--- config.mk ---
export PLATFORM = sky130hd
export DESIGN_NAME = lcd_seq_ctrl_flat
export DESIGN_NICKNAME = d
export VERILOG_FILES = /design/src/rtl/lcd_seq_ctrl_pkg.sv /design/src/rtl/lcd_seq_ctrl_if.sv /design/src/rtl/lcd_seq_ctrl_delay_cnt.sv /design/src/rtl/lcd_seq_ctrl.sv /design/src/flat_wrapper.sv
export SDC_FILE = /design/constraint.sdc
export NUM_CORES = 1
export LEC_CHECK = 0
export CAP_MARGIN = 10
export CORE_ASPECT_RATIO = 1.1
export CORE_MARGIN = 2
export CORE_UTILIZATION = 50
export CTS_CLUSTER_DIAMETER = 30
export DETAILED_ROUTE_END_ITERATION = 16
export GPL_TIMING_DRIVEN = 0
export PLACE_DENSITY_LB_ADDON = 0.05
export SLEW_MARGIN = 20
export SYNTH_ARGS = -nofsm -noshare
export SYNTH_HDL_FRONTEND = slang
export SYNTH_SLANG_ARGS = --single-unit
--- constraint.sdc ---
create_clock -name clk_i -period 2.35 [get_ports clk_i]
set_clock_uncertainty 0.1 [all_clocks]
set_input_delay 0.705 -clock clk_i [delete_from_list [all_inputs] [get_ports clk_i]]
set_output_delay 0.705 -clock clk_i [all_outputs]
set_load 0.02 [all_outputs]
--- src/rtl/lcd_seq_ctrl_pkg.sv ---
// Shared types and constants for the HD44780 LCD sequencer: FSM states,
// command bytes and the fixed power-on init sequence.
package lcd_pkg;

  typedef enum logic [2:0] {
    ST_RST,
    ST_PWRUP,
    ST_SETUP,
    ST_PULSE,
    ST_HOLD,
    ST_WAIT,
    ST_IDLE
  } lcd_state_e;

  localparam logic [7:0] CMD_FUNC_8B2L = 8'h38;
  localparam logic [7:0] CMD_DISP_ON   = 8'h0C;
  localparam logic [7:0] CMD_CLEAR     = 8'h01;
  localparam logic [7:0] CMD_ENTRY     = 8'h06;
  localparam logic [7:0] CMD_LINE0     = 8'h80;
  localparam logic [7:0] CMD_LINE1     = 8'hC0;

  localparam int unsigned INIT_LEN = 6;
  localparam int unsigned INIT_IW  = $clog2(INIT_LEN);
  localparam logic [7:0] INIT_SEQ [INIT_LEN] = '{
    CMD_FUNC_8B2L, CMD_FUNC_8B2L, CMD_FUNC_8B2L, CMD_DISP_ON, CMD_CLEAR, CMD_ENTRY
  };

  // Clear (0x01) and home (0x02/0x03) need the long execution wait.
  function automatic logic is_clr_home(input logic rs, input logic [7:0] data);
    return !rs && ((data == 8'h01) || (data == 8'h02) || (data == 8'h03));
  endfunction

endpackage

--- src/rtl/lcd_seq_ctrl_if.sv ---
// Write handshake between the result formatter (master) and the LCD
// sequencer (slave).
interface lcd_seq_ctrl_if;
  logic       req;
  logic       rs;
  logic [7:0] data;
  logic       ready;

  modport master (output req, rs, data, input ready);
  modport slave  (input req, rs, data, output ready);
endinterface

--- src/rtl/lcd_seq_ctrl_delay_cnt.sv ---
// Loadable down-counter shared by every timed LCD state; done_o flags the
// final cycle of a loaded interval until the next load.
module lcd_delay_cnt #(
  parameter int unsigned W = 8
) (
  input  logic         clk_i,
  input  logic         rst_i,
  input  logic         load_i,
  input  logic [W-1:0] val_i,
  output logic         done_o
);

  logic [W-1:0] cnt_q;
  logic         busy_q;

  always_ff @(posedge clk_i) begin
    if (rst_i) begin
      cnt_q  <= '0;
      busy_q <= 1'b0;
    end else if (load_i) begin
      cnt_q  <= val_i;
      busy_q <= 1'b1;
    end else if (busy_q) begin
      if (cnt_q == '0) busy_q <= 1'b0;
      else             cnt_q  <= cnt_q - 1'b1;
    end
  end

  assign done_o = busy_q && (cnt_q == '0);

endmodule

--- src/rtl/lcd_seq_ctrl.sv ---
// HD44780 16x2 LCD sequencer: power-up wait, init sequence, then one
// handshaked write at a time. Optional cursor wrap via `LCD_WRAP_EN.
module lcd_seq_ctrl
  import lcd_pkg::*;
#(
  parameter int unsigned PWRUP_CYC = 750000,
  parameter int unsigned SETUP_CYC = 2,
  parameter int unsigned E_CYC     = 12,
  parameter int unsigned CMD_CYC   = 2000,
  parameter int unsigned CLR_CYC   = 82000
) (
  input  logic           clk_i,
  input  logic           rst_i,
  lcd_seq_ctrl_if.slave  host,
  output logic           init_done_o,
  output logic           lcd_e_o,
  output logic           lcd_rs_o,
  output logic           lcd_rw_o,
  output logic           lcd_on_o,
  output logic           lcd_blon_o,
  output logic [7:0]     lcd_data_o
);

  localparam int unsigned MAX_CYC = (PWRUP_CYC > CLR_CYC) ? PWRUP_CYC : CLR_CYC;
  localparam int unsigned CW      = $clog2(MAX_CYC);

  lcd_state_e         state_q, state_d;
  logic [INIT_IW-1:0] idx_q, idx_d;
  logic               rs_q, rs_d;
  logic [7:0]         data_q, data_d;
  logic               e_q, ready_q, init_done_q, on_q;
  logic               ld, done, start, st_rs;
  logic [CW-1:0]      ld_val;
  logic [7:0]         st_data;
`ifdef LCD_WRAP_EN
  logic               line_q, line_d, pend_q, pend_d;
  logic [3:0]         col_q, col_d;
  logic [7:0]         wcmd_q, wcmd_d;
`endif

  lcd_delay_cnt #(.W(CW)) u_dly (
    .clk_i  (clk_i),
    .rst_i  (rst_i),
    .load_i (ld),
    .val_i  (ld_val),
    .done_o (done)
  );

  always_comb begin
    state_d = state_q;
    idx_d   = idx_q;
    rs_d    = rs_q;
    data_d  = data_q;
    ld      = 1'b0;
    ld_val  = '0;
    start   = 1'b0;
    st_rs   = 1'b0;
    st_data = '0;
`ifdef LCD_WRAP_EN
    line_d  = line_q;
    col_d   = col_q;
    pend_d  = pend_q;
    wcmd_d  = wcmd_q;
`endif
    case (state_q)
      ST_RST: begin
        state_d = ST_PWRUP;
        ld      = 1'b1;
        ld_val  = CW'(PWRUP_CYC - 1);
      end
      ST_PWRUP: if (done) begin
        start   = 1'b1;
        st_data = INIT_SEQ[0];
        idx_d   = '0;
      end
      ST_SETUP: if (done) begin
        state_d = ST_PULSE;
        ld      = 1'b1;
        ld_val  = CW'(E_CYC - 1);
      end
      ST_PULSE: if (done) begin
        state_d = ST_HOLD;
        ld      = 1'b1;
        ld_val  = CW'(SETUP_CYC - 1);
      end
      ST_HOLD: if (done) begin
        state_d = ST_WAIT;
        ld      = 1'b1;
        ld_val  = is_clr_home(rs_q, data_q) ? CW'(CLR_CYC - 1) : CW'(CMD_CYC - 1);
      end
      ST_WAIT: if (done) begin
        if (!init_done_q) begin
          if (idx_q == INIT_IW'(INIT_LEN - 1)) begin
            state_d = ST_IDLE;
          end else begin
            idx_d   = idx_q + 1'b1;
            start   = 1'b1;
            st_data = INIT_SEQ[idx_q + 1'b1];
          end
        end
`ifdef LCD_WRAP_EN
        else if (pend_q) begin
          start   = 1'b1;
          st_data = wcmd_q;
          pend_d  = 1'b0;
        end
`endif
        else begin
          state_d = ST_IDLE;
        end
      end
      ST_IDLE: if (host.req) begin
        start   = 1'b1;
        st_rs   = host.rs;
        st_data = host.data;
      end
      default: state_d = ST_RST;
    endcase

    // Every write, whether init, host or autonomous, enters through SETUP.
    if (start) begin
      state_d = ST_SETUP;
      ld      = 1'b1;
      ld_val  = CW'(SETUP_CYC - 1);
      rs_d    = st_rs;
      data_d  = st_data;
`ifdef LCD_WRAP_EN
      if (st_rs) begin
        col_d = col_q + 1'b1;
        if (col_q == 4'hF) begin
          pend_d = 1'b1;
          wcmd_d = line_q ? CMD_LINE0 : CMD_LINE1;
        end
      end else if (is_clr_home(st_rs, st_data)) begin
        line_d = 1'b0;
        col_d  = '0;
      end else if (st_data[7]) begin
        line_d = st_data[6];
        col_d  = st_data[3:0];
      end
`endif
    end
  end

  always_ff @(posedge clk_i) begin
    if (rst_i) begin
      state_q     <= ST_RST;
      idx_q       <= '0;
      rs_q        <= 1'b0;
      data_q      <= '0;
      e_q         <= 1'b0;
      ready_q     <= 1'b0;
      init_done_q <= 1'b0;
      on_q        <= 1'b0;
`ifdef LCD_WRAP_EN
      line_q      <= 1'b0;
      col_q       <= '0;
      pend_q      <= 1'b0;
      wcmd_q      <= '0;
`endif
    end else begin
      state_q     <= state_d;
      idx_q       <= idx_d;
      rs_q        <= rs_d;
      data_q      <= data_d;
      e_q         <= (state_d == ST_PULSE);
      ready_q     <= (state_d == ST_IDLE);
      init_done_q <= init_done_q | (state_d == ST_IDLE);
      on_q        <= 1'b1;
`ifdef LCD_WRAP_EN
      line_q      <= line_d;
      col_q       <= col_d;
      pend_q      <= pend_d;
      wcmd_q      <= wcmd_d;
`endif
    end
  end

  assign host.ready  = ready_q;
  assign init_done_o = init_done_q;
  assign lcd_e_o     = e_q;
  assign lcd_rs_o    = rs_q;
  assign lcd_rw_o    = 1'b0;
  assign lcd_on_o    = on_q;
  assign lcd_blon_o  = on_q;
  assign lcd_data_o  = data_q;

endmodule

--- src/flat_wrapper.sv ---
// flat-port wrapper written by rule: the top's interface ports become plain ports
module lcd_seq_ctrl_flat import lcd_pkg::*;
#(
  parameter int unsigned PWRUP_CYC = 750000,
  parameter int unsigned SETUP_CYC = 2,
  parameter int unsigned E_CYC     = 12,
  parameter int unsigned CMD_CYC   = 2000,
  parameter int unsigned CLR_CYC   = 82000
)
  (clk_i, rst_i, init_done_o, lcd_e_o, lcd_rs_o, lcd_rw_o, lcd_on_o, lcd_blon_o, lcd_data_o, host_req, host_rs, host_data, host_ready);
  lcd_seq_ctrl_if host_i ();
  input  logic clk_i;
  input  logic rst_i;
  output logic init_done_o;
  output logic lcd_e_o;
  output logic lcd_rs_o;
  output logic lcd_rw_o;
  output logic lcd_on_o;
  output logic lcd_blon_o;
  output logic [7:0] lcd_data_o;
  input wire logic [$bits(host_i.req)-1:0] host_req;
  input wire logic [$bits(host_i.rs)-1:0] host_rs;
  input wire logic [$bits(host_i.data)-1:0] host_data;
  output wire logic [$bits(host_i.ready)-1:0] host_ready;
  assign host_i.req = host_req;
  assign host_i.rs = host_rs;
  assign host_i.data = host_data;
  assign host_ready = host_i.ready;
  lcd_seq_ctrl #(.PWRUP_CYC(PWRUP_CYC), .SETUP_CYC(SETUP_CYC), .E_CYC(E_CYC), .CMD_CYC(CMD_CYC), .CLR_CYC(CLR_CYC)) u_core (.clk_i(clk_i), .rst_i(rst_i), .host(host_i), .init_done_o(init_done_o), .lcd_e_o(lcd_e_o), .lcd_rs_o(lcd_rs_o), .lcd_rw_o(lcd_rw_o), .lcd_on_o(lcd_on_o), .lcd_blon_o(lcd_blon_o), .lcd_data_o(lcd_data_o));
endmodule
* After elaboration in Yosys (flattened, before gate mapping) *
Memory sizes are Yosys's and may differ from the RTL's.
Cells that the tools add are included.

cells by class
  $add $sub $neg = 2
  $lt $le $gt $ge = 1
  eq/ne operators = 17
  mux-type cells = 44
  bitwise operators = 2
  reductions and logical operators = 13

operator list
  operator                                                                  number
  20-bit two-way mux                                                        5
  20-bit one-hot mux with 4 select lines                                    1
  8-bit two-way mux                                                         6
  3-bit two-way mux                                                         11
  8-bit one-hot mux with 3 select lines                                     1
  20-bit logical NOT                                                        1
  20-bit by 1-bit subtractor with 20-bit output (second input constant)     1
  3-bit one-hot mux with 6 select lines                                     1
  17-bit two-way mux                                                        1
  8-bit by 2-bit equality test with 1-bit output (second input constant)    2
  3-bit equality test (second input constant)                               5
  1-bit two-way mux                                                         13
  3-bit by 2-bit equality test with 1-bit output (second input constant)    3
  8-bit by 1-bit equality test with 1-bit output (second input constant)    1
  6-bit two-way mux                                                         1
  2-bit by 1-bit inequality test with 1-bit output (second input constant)  3
  3-bit one-hot mux with 2 select lines                                     1
  5-bit AND reduction                                                       1
  4-bit >= comparator (second input constant)                               1
  4-bit two-way mux                                                         1
  2-bit inequality test (second input constant)                             2
  3-bit inverter with 4-bit output                                          1
  2-bit nonzero test                                                        2
  3-bit by 1-bit adder with 3-bit output (second input constant)            1
  11 further kinds                                                          13

storage, ports and cells
  flip-flop bits (word level) = 40
  memory bits (read-only) = 64
  input port bits = 12
  memories = 1

memories
  memory           words  bits a word  rd ports  clocked after Yosys merged registers in  write ports  RTL line            source
  (no name shown)  8      8            1         0                                        0            lcd_seq_ctrl.sv:98  st_data = INIT_SEQ[idx_q + 1'b1];

* Depth between registers and ports, before layout *
  word-level depth = 9
  gate-level depth with buffers = 9
  mapped depth without buffers = 8

* Modules after synthesis *
Synthesis repeated with hierarchy kept, for this count alone.

unflattened totals
  cell total of the unflattened synthesis = 279
  area, all modules = 2426.1 um^2

modules (own cells, without submodules)
  module         times used  cells each  area each (um^2)  seq. area each (um^2)
  lcd_delay_cnt  1           154         1357.6            420.4
  lcd_seq_ctrl   1           125         1068.5            380.4

* Worst setup path before layout *
OpenSTA, ideal clock, no wires.

  path type = register -> register
  start = register u_core.u_dly.cnt_q[0]
  end = register u_core.u_dly.cnt_q[18]
  arrival = 1.960 ns
  setup slack = 0.175 ns
  stages on the path, launching flop included = 9
  clock period less this slack = 2.175 ns
  cells stage by stage = dfxtp_1 -> inv_1 -> ha_1 -> or3b_4 -> nor4_4 -> nand3_2 -> or4_1 -> xor2_1 -> nor2_2

between the ends
  longest elaborated chain between the ends = 7
  elaborated cells on any way between the ends = 15
  those cells by class = add/sub: 1; eq/ne: 1; mux: 9; reduce/logical: 4

RTL lines
  element                                                                                                RTL line                      source
  from (decl)                                                                                            lcd_seq_ctrl_delay_cnt.sv:13  logic [W-1:0] cnt_q;
  from (signal assigned)                                                                                 lcd_seq_ctrl_delay_cnt.sv:21  cnt_q <= val_i;
  from (signal assigned)                                                                                 lcd_seq_ctrl_delay_cnt.sv:25  else cnt_q <= cnt_q - 1'b1;
  parallel branches: the longest is 7 deep, another holds 20-bit by 1-bit subtractor with 20-bit output  n/a

Parallel ways; which one is timed is not known. The select of a mux whose other input is x is not followed.
A chain may end at the register's enable or synchronous reset.

* Worst setup path after layout *
Ends and elaborated chain as after synthesis.

==> results.yml <==
worst_setup_path:
  start_kind: "flip-flop"
  cp-startpoint: "u_core.u_dly.cnt_q[0]$_SDFFE_PP0P_"
  setup.worst_path.end: "u_core.u_dly.cnt_q[18]$_SDFFE_PP0P_"
  crit_fanout: 4
  r2r_slack_ns: 0.01
  cp_data_required_time_ns: 2.44
  critPathKind: "flip-flop to flip-flop"
  worstPathArrival_ns: 2.43
  critPathMaxStageDelay_ns: 0.42
  slowest_stage: "or4_1"
  critPathBufInv: 2
  cp_num_cells: 9
  r2r-end: "u_core.u_dly.cnt_q[18]$_SDFFE_PP0P_"
  r2r_start: "u_core.u_dly.cnt_q[0]$_SDFFE_PP0P_"
  crit_path_end_kind: "flip-flop"
  ff2ff_path_depth: 9
  crit_family: "simple AND/OR/NAND/NOR gates"
  worstPathCellList: "inv_2 -> ha_2 -> or3b_4 -> nor4_4 -> buf_4 -> nand3_2 -> or4_1 -> xor2_1 -> nor2_2"
floorplanning:
  die_h_um: 76.1
  die_w_um: 69.5
  ios: 27
  initial_core_util_pct: 51.4
  die-area_mm2: 0.00529
  core.rowCount: 26
  core_mm2: 0.00459
sta:
  worstMarginPinSlew_ns: 0.622
  fin_crit_sh_pct: 99.5
  maxClockFrequency_ghz: 0.427
  setup_violations: 0
  min_period_ns: 2.34
  fin_ws_ns: 0.0106
  slew_headroom_pct: 58.6
  rsz0062_at_grt: "true"
  tns_ns: 0
  hold_viol_final: 0
  drv_slew: 0
drt:
  ant_nets: 0
  wire_per_inst_um: 16.5
  drc: 0
  first_iter_violations: 185
  drt_first_pass_iters: 4
  finalWirelength_um: 6330
  via_per_inst: 6.03
  vias: 2309
clock_tree:
  cts_buffers: 5
  cts_hold_buf: 0
  clkTransAtPathRegs_ns: 0.09
  cts_sinks: 40
  cts_tree: "done"
  clockBufferDepth: 2
  cts-root-buf: "clkbuf_8"
  clock_latency_ns: 0.31
  htreeDepth: 2
pwr:
  power.density_mw_per_mm2: 527
  pwr-share-clk_pct: 32.1
  power.internal_w: 0.00107
  sequentialPowerShare_pct: 49.2
  leakage_nw: 1.04
  ir_drop_mv: 0.325
  p_sw_share_pct: 30.1
  p_switching_w: 0.000461
  pwr-share-comb_pct: 18.7
layout:
  final_core_util_pct: 63.3
  diodes: 0
  nNetsFinal: 343
  area_growth_pct: 23.1
  layout-drive-gt1-share_pct: 17.7
grt:
  grt_pass1_vias: 2087
  grt_max_degree: 13
  grt.total_usage_pct: 24.2
  grt.overflow.total: 0
  grt_pass1_wl_um: 10300
  antenna_found_initial: 0
place:
  place_congestion: 0.915
  hpwl_um: 4500
  io_buffers: 24
  post-place-ws_ns: -0.382
yosys:
  synth-edff-count: 0
  synth-async-reset-ratio_pct: 0
  synth_warnings: 0
  ys_seq_area_share_pct: 33.9
  netlist_instances: 287
  ys_seq_elements: 40
  synth_fp_nets: 304
  synth_ff_type: "dfxtp_1"
  netlist_area_mm2: 0.00236
  syn_area_per_cell_um2: 8.22
  synth_cell_type_count: 64
hold_path:
  hold_path_class: "flip-flop to flip-flop"
run_status:
  status: "finished, final reports clean"
flow_run:
  maxCapViolCount: 0
==> state kept, by name (all words and copies together) (netlist names) <==
register,cells
u_core.host.ready,1
u_core.u_dly.cnt_q,20
u_core.state_q,3
u_core.u_dly.busy_q,1
u_core.lcd_rs_o,1
u_core.lcd_data_o,8
u_core.lcd_e_o,1
u_core.init_done_o,1
u_core.idx_q,3
u_core.lcd_blon_o,1
==> kinds of logic (layout without fill, tap and decap cells) <==
logic type                 count (synthesis)  after routing  synth area share, %
AOI/OAI and AO/OA                         79             79                 22.2
xor gates and xnor gates                  11             11                 4.08
adders and majority gates                  5              5                 2.65
buffers and inverters                     28             68                 5.14
DFF                                       40             40                 33.9
other                                      1              1                0.159
and+or+nand+nor                          123            123                 31.8
==> worst min-delay path by stage <==
stage	depth (start not counted)	slack, ns	to	startpoint
2_1_floorplan	2	0.36	u_core.idx_q[1]$_SDFFE_PP0P_	u_core.idx_q[1]$_SDFFE_PP0P_
6_report	2	0.39	u_core.lcd_data_o[2]$_SDFFE_PP0N_	u_core.lcd_data_o[2]$_SDFFE_PP0N_
5_1_grt	2	0.43	u_core.idx_q[1]$_SDFFE_PP0P_	u_core.idx_q[1]$_SDFFE_PP0P_
3_3_place_gp	2	0.36	u_core.lcd_data_o[0]$_SDFFE_PP0N_	u_core.lcd_data_o[0]$_SDFFE_PP0N_
4_1_cts	2	0.39	u_core.lcd_data_o[2]$_SDFFE_PP0N_	u_core.lcd_data_o[2]$_SDFFE_PP0N_
3_5_place_dp	2	0.38	u_core.lcd_data_o[2]$_SDFFE_PP0N_	u_core.lcd_data_o[2]$_SDFFE_PP0N_
==> synthesized netlist by cell type, types with 2 or more instances <==
cell type   n  area [µm²]
or4_1       2        15.0
nor3_1     12        60.1
nor4_1      3        18.8
or3_1       2        12.5
or2_2       2        12.5
nand3_1    11        55.1
buf_2       4        20.0
xor2_1      3        26.3
a21oi_1    22         110
dfxtp_1    40         801
o21ai_0    10        50.1
nor4b_1     2        17.5
ha_1        5        62.6
o21ai_1     4        20.0
nand2_1    31         116
a31oi_1     7        43.8
a21o_1      4        30.0
nor3_2      3        30.0
inv_1      12        45.0
nand4_1     8        50.1
a211oi_1    3        22.5
o31ai_1     2        15.0
xnor2_1     8        70.1
nor4_4      2        42.5
nor4_2      2        25.0
a22o_1      4        35.0
nand4b_1    2        17.5
clkbuf_1    9        33.8
a22oi_1     4        30.0
buf_4       3        22.5
nor2_1     23        86.3
a32oi_1     3        26.3
o211ai_1    4        30.0
==> placed cells by master, fill, tap and decap left out, types with 6 or more instances in the layout <==
cell | Yosys | final
nor3_1 | 12 | 11
nor2_1 | 23 | 23
inv_1 | 12 | 10
clkbuf_1 | 9 | 8
a21oi_1 | 22 | 22
buf_4 | 3 | 13
clkdlybuf4s50_1 | 0 | 24
xnor2_1 | 8 | 8
dfxtp_1 | 40 | 38
o21ai_0 | 10 | 9
nand3_1 | 11 | 11
a31oi_1 | 7 | 6
clkbuf_8 | 0 | 6
nand2_1 | 31 | 29
nand4_1 | 8 | 8
==> metrics by stage <==
step | total power, W | hold slack, ns | cell area (µm²) | std cells
detailed placement | 0.00102 | 0.378 | 2670 | 367
floorplan | 0.000947 | 0.365 | 2360 | 287
finish | 0.00153 | 0.390 | 2900 | 383
global route | 0.00160 | 0.428 | 2900 | 383
global placement | 0.00102 | 0.365 | 2670 | 367
CTS | 0.00151 | 0.389 | 2790 | 377
==> metal layers <==
metal / global-route usage [%] / up-vias / part of all wire [%]
met4: 8.43 / 0 / 1.7
met2: 41.7 / 64 / 51
met1: 30.3 / 1091 / 43
met3: 4.10 / 13 / 4.5
li1: - / 1141 / -
met5: 0 / - / 0
==> area by class of cell <==
type | instances | area, µm²
multi-input cells | 219 | 1510
flip-flops and latches | 40 | 803
inverters | 12 | 45.0
well taps | 56 | 70.1
clock inverters | 2 | 10.0
plain buffers | 15 | 77.6
repair buffers | 33 | 308
clock buffers | 6 | 82.6
fillers | 437 | 1680
==> worst register-to-register path: cells and delay by family (launching register included) <==
| family | cells | cell delay (ns) |
|---|---|---|
| flops | 1 | 0.36 |
| buf+inv | 2 | 0.24 |
| fa+ha+maj | 1 | 0.19 |
| simple gates | 5 | 1.14 |
| xor+xnor | 1 | 0.19 |
==> power by group through the flow <==
stage	clock, W	sequential, W	combinational [W]
detailed placement	0	0.000768	0.000253
finish	0.000491	0.000753	0.000286
CTS	0.000494	0.000753	0.000265
floorplan	0	0.000760	0.000187
global placement	0	0.000767	0.000250
global route	0.000529	0.000759	0.000312
==> timing repair <==
| item | in CTS | in global routing |
|---|---|---|
| resized for setup | 6 | 15 |
| pin swaps | 1 | 3 |
| buffers inserted | 3 | 6 |
| setup endpoints to repair | 14 | 26 |
Power figures use the tool's default switching activity.
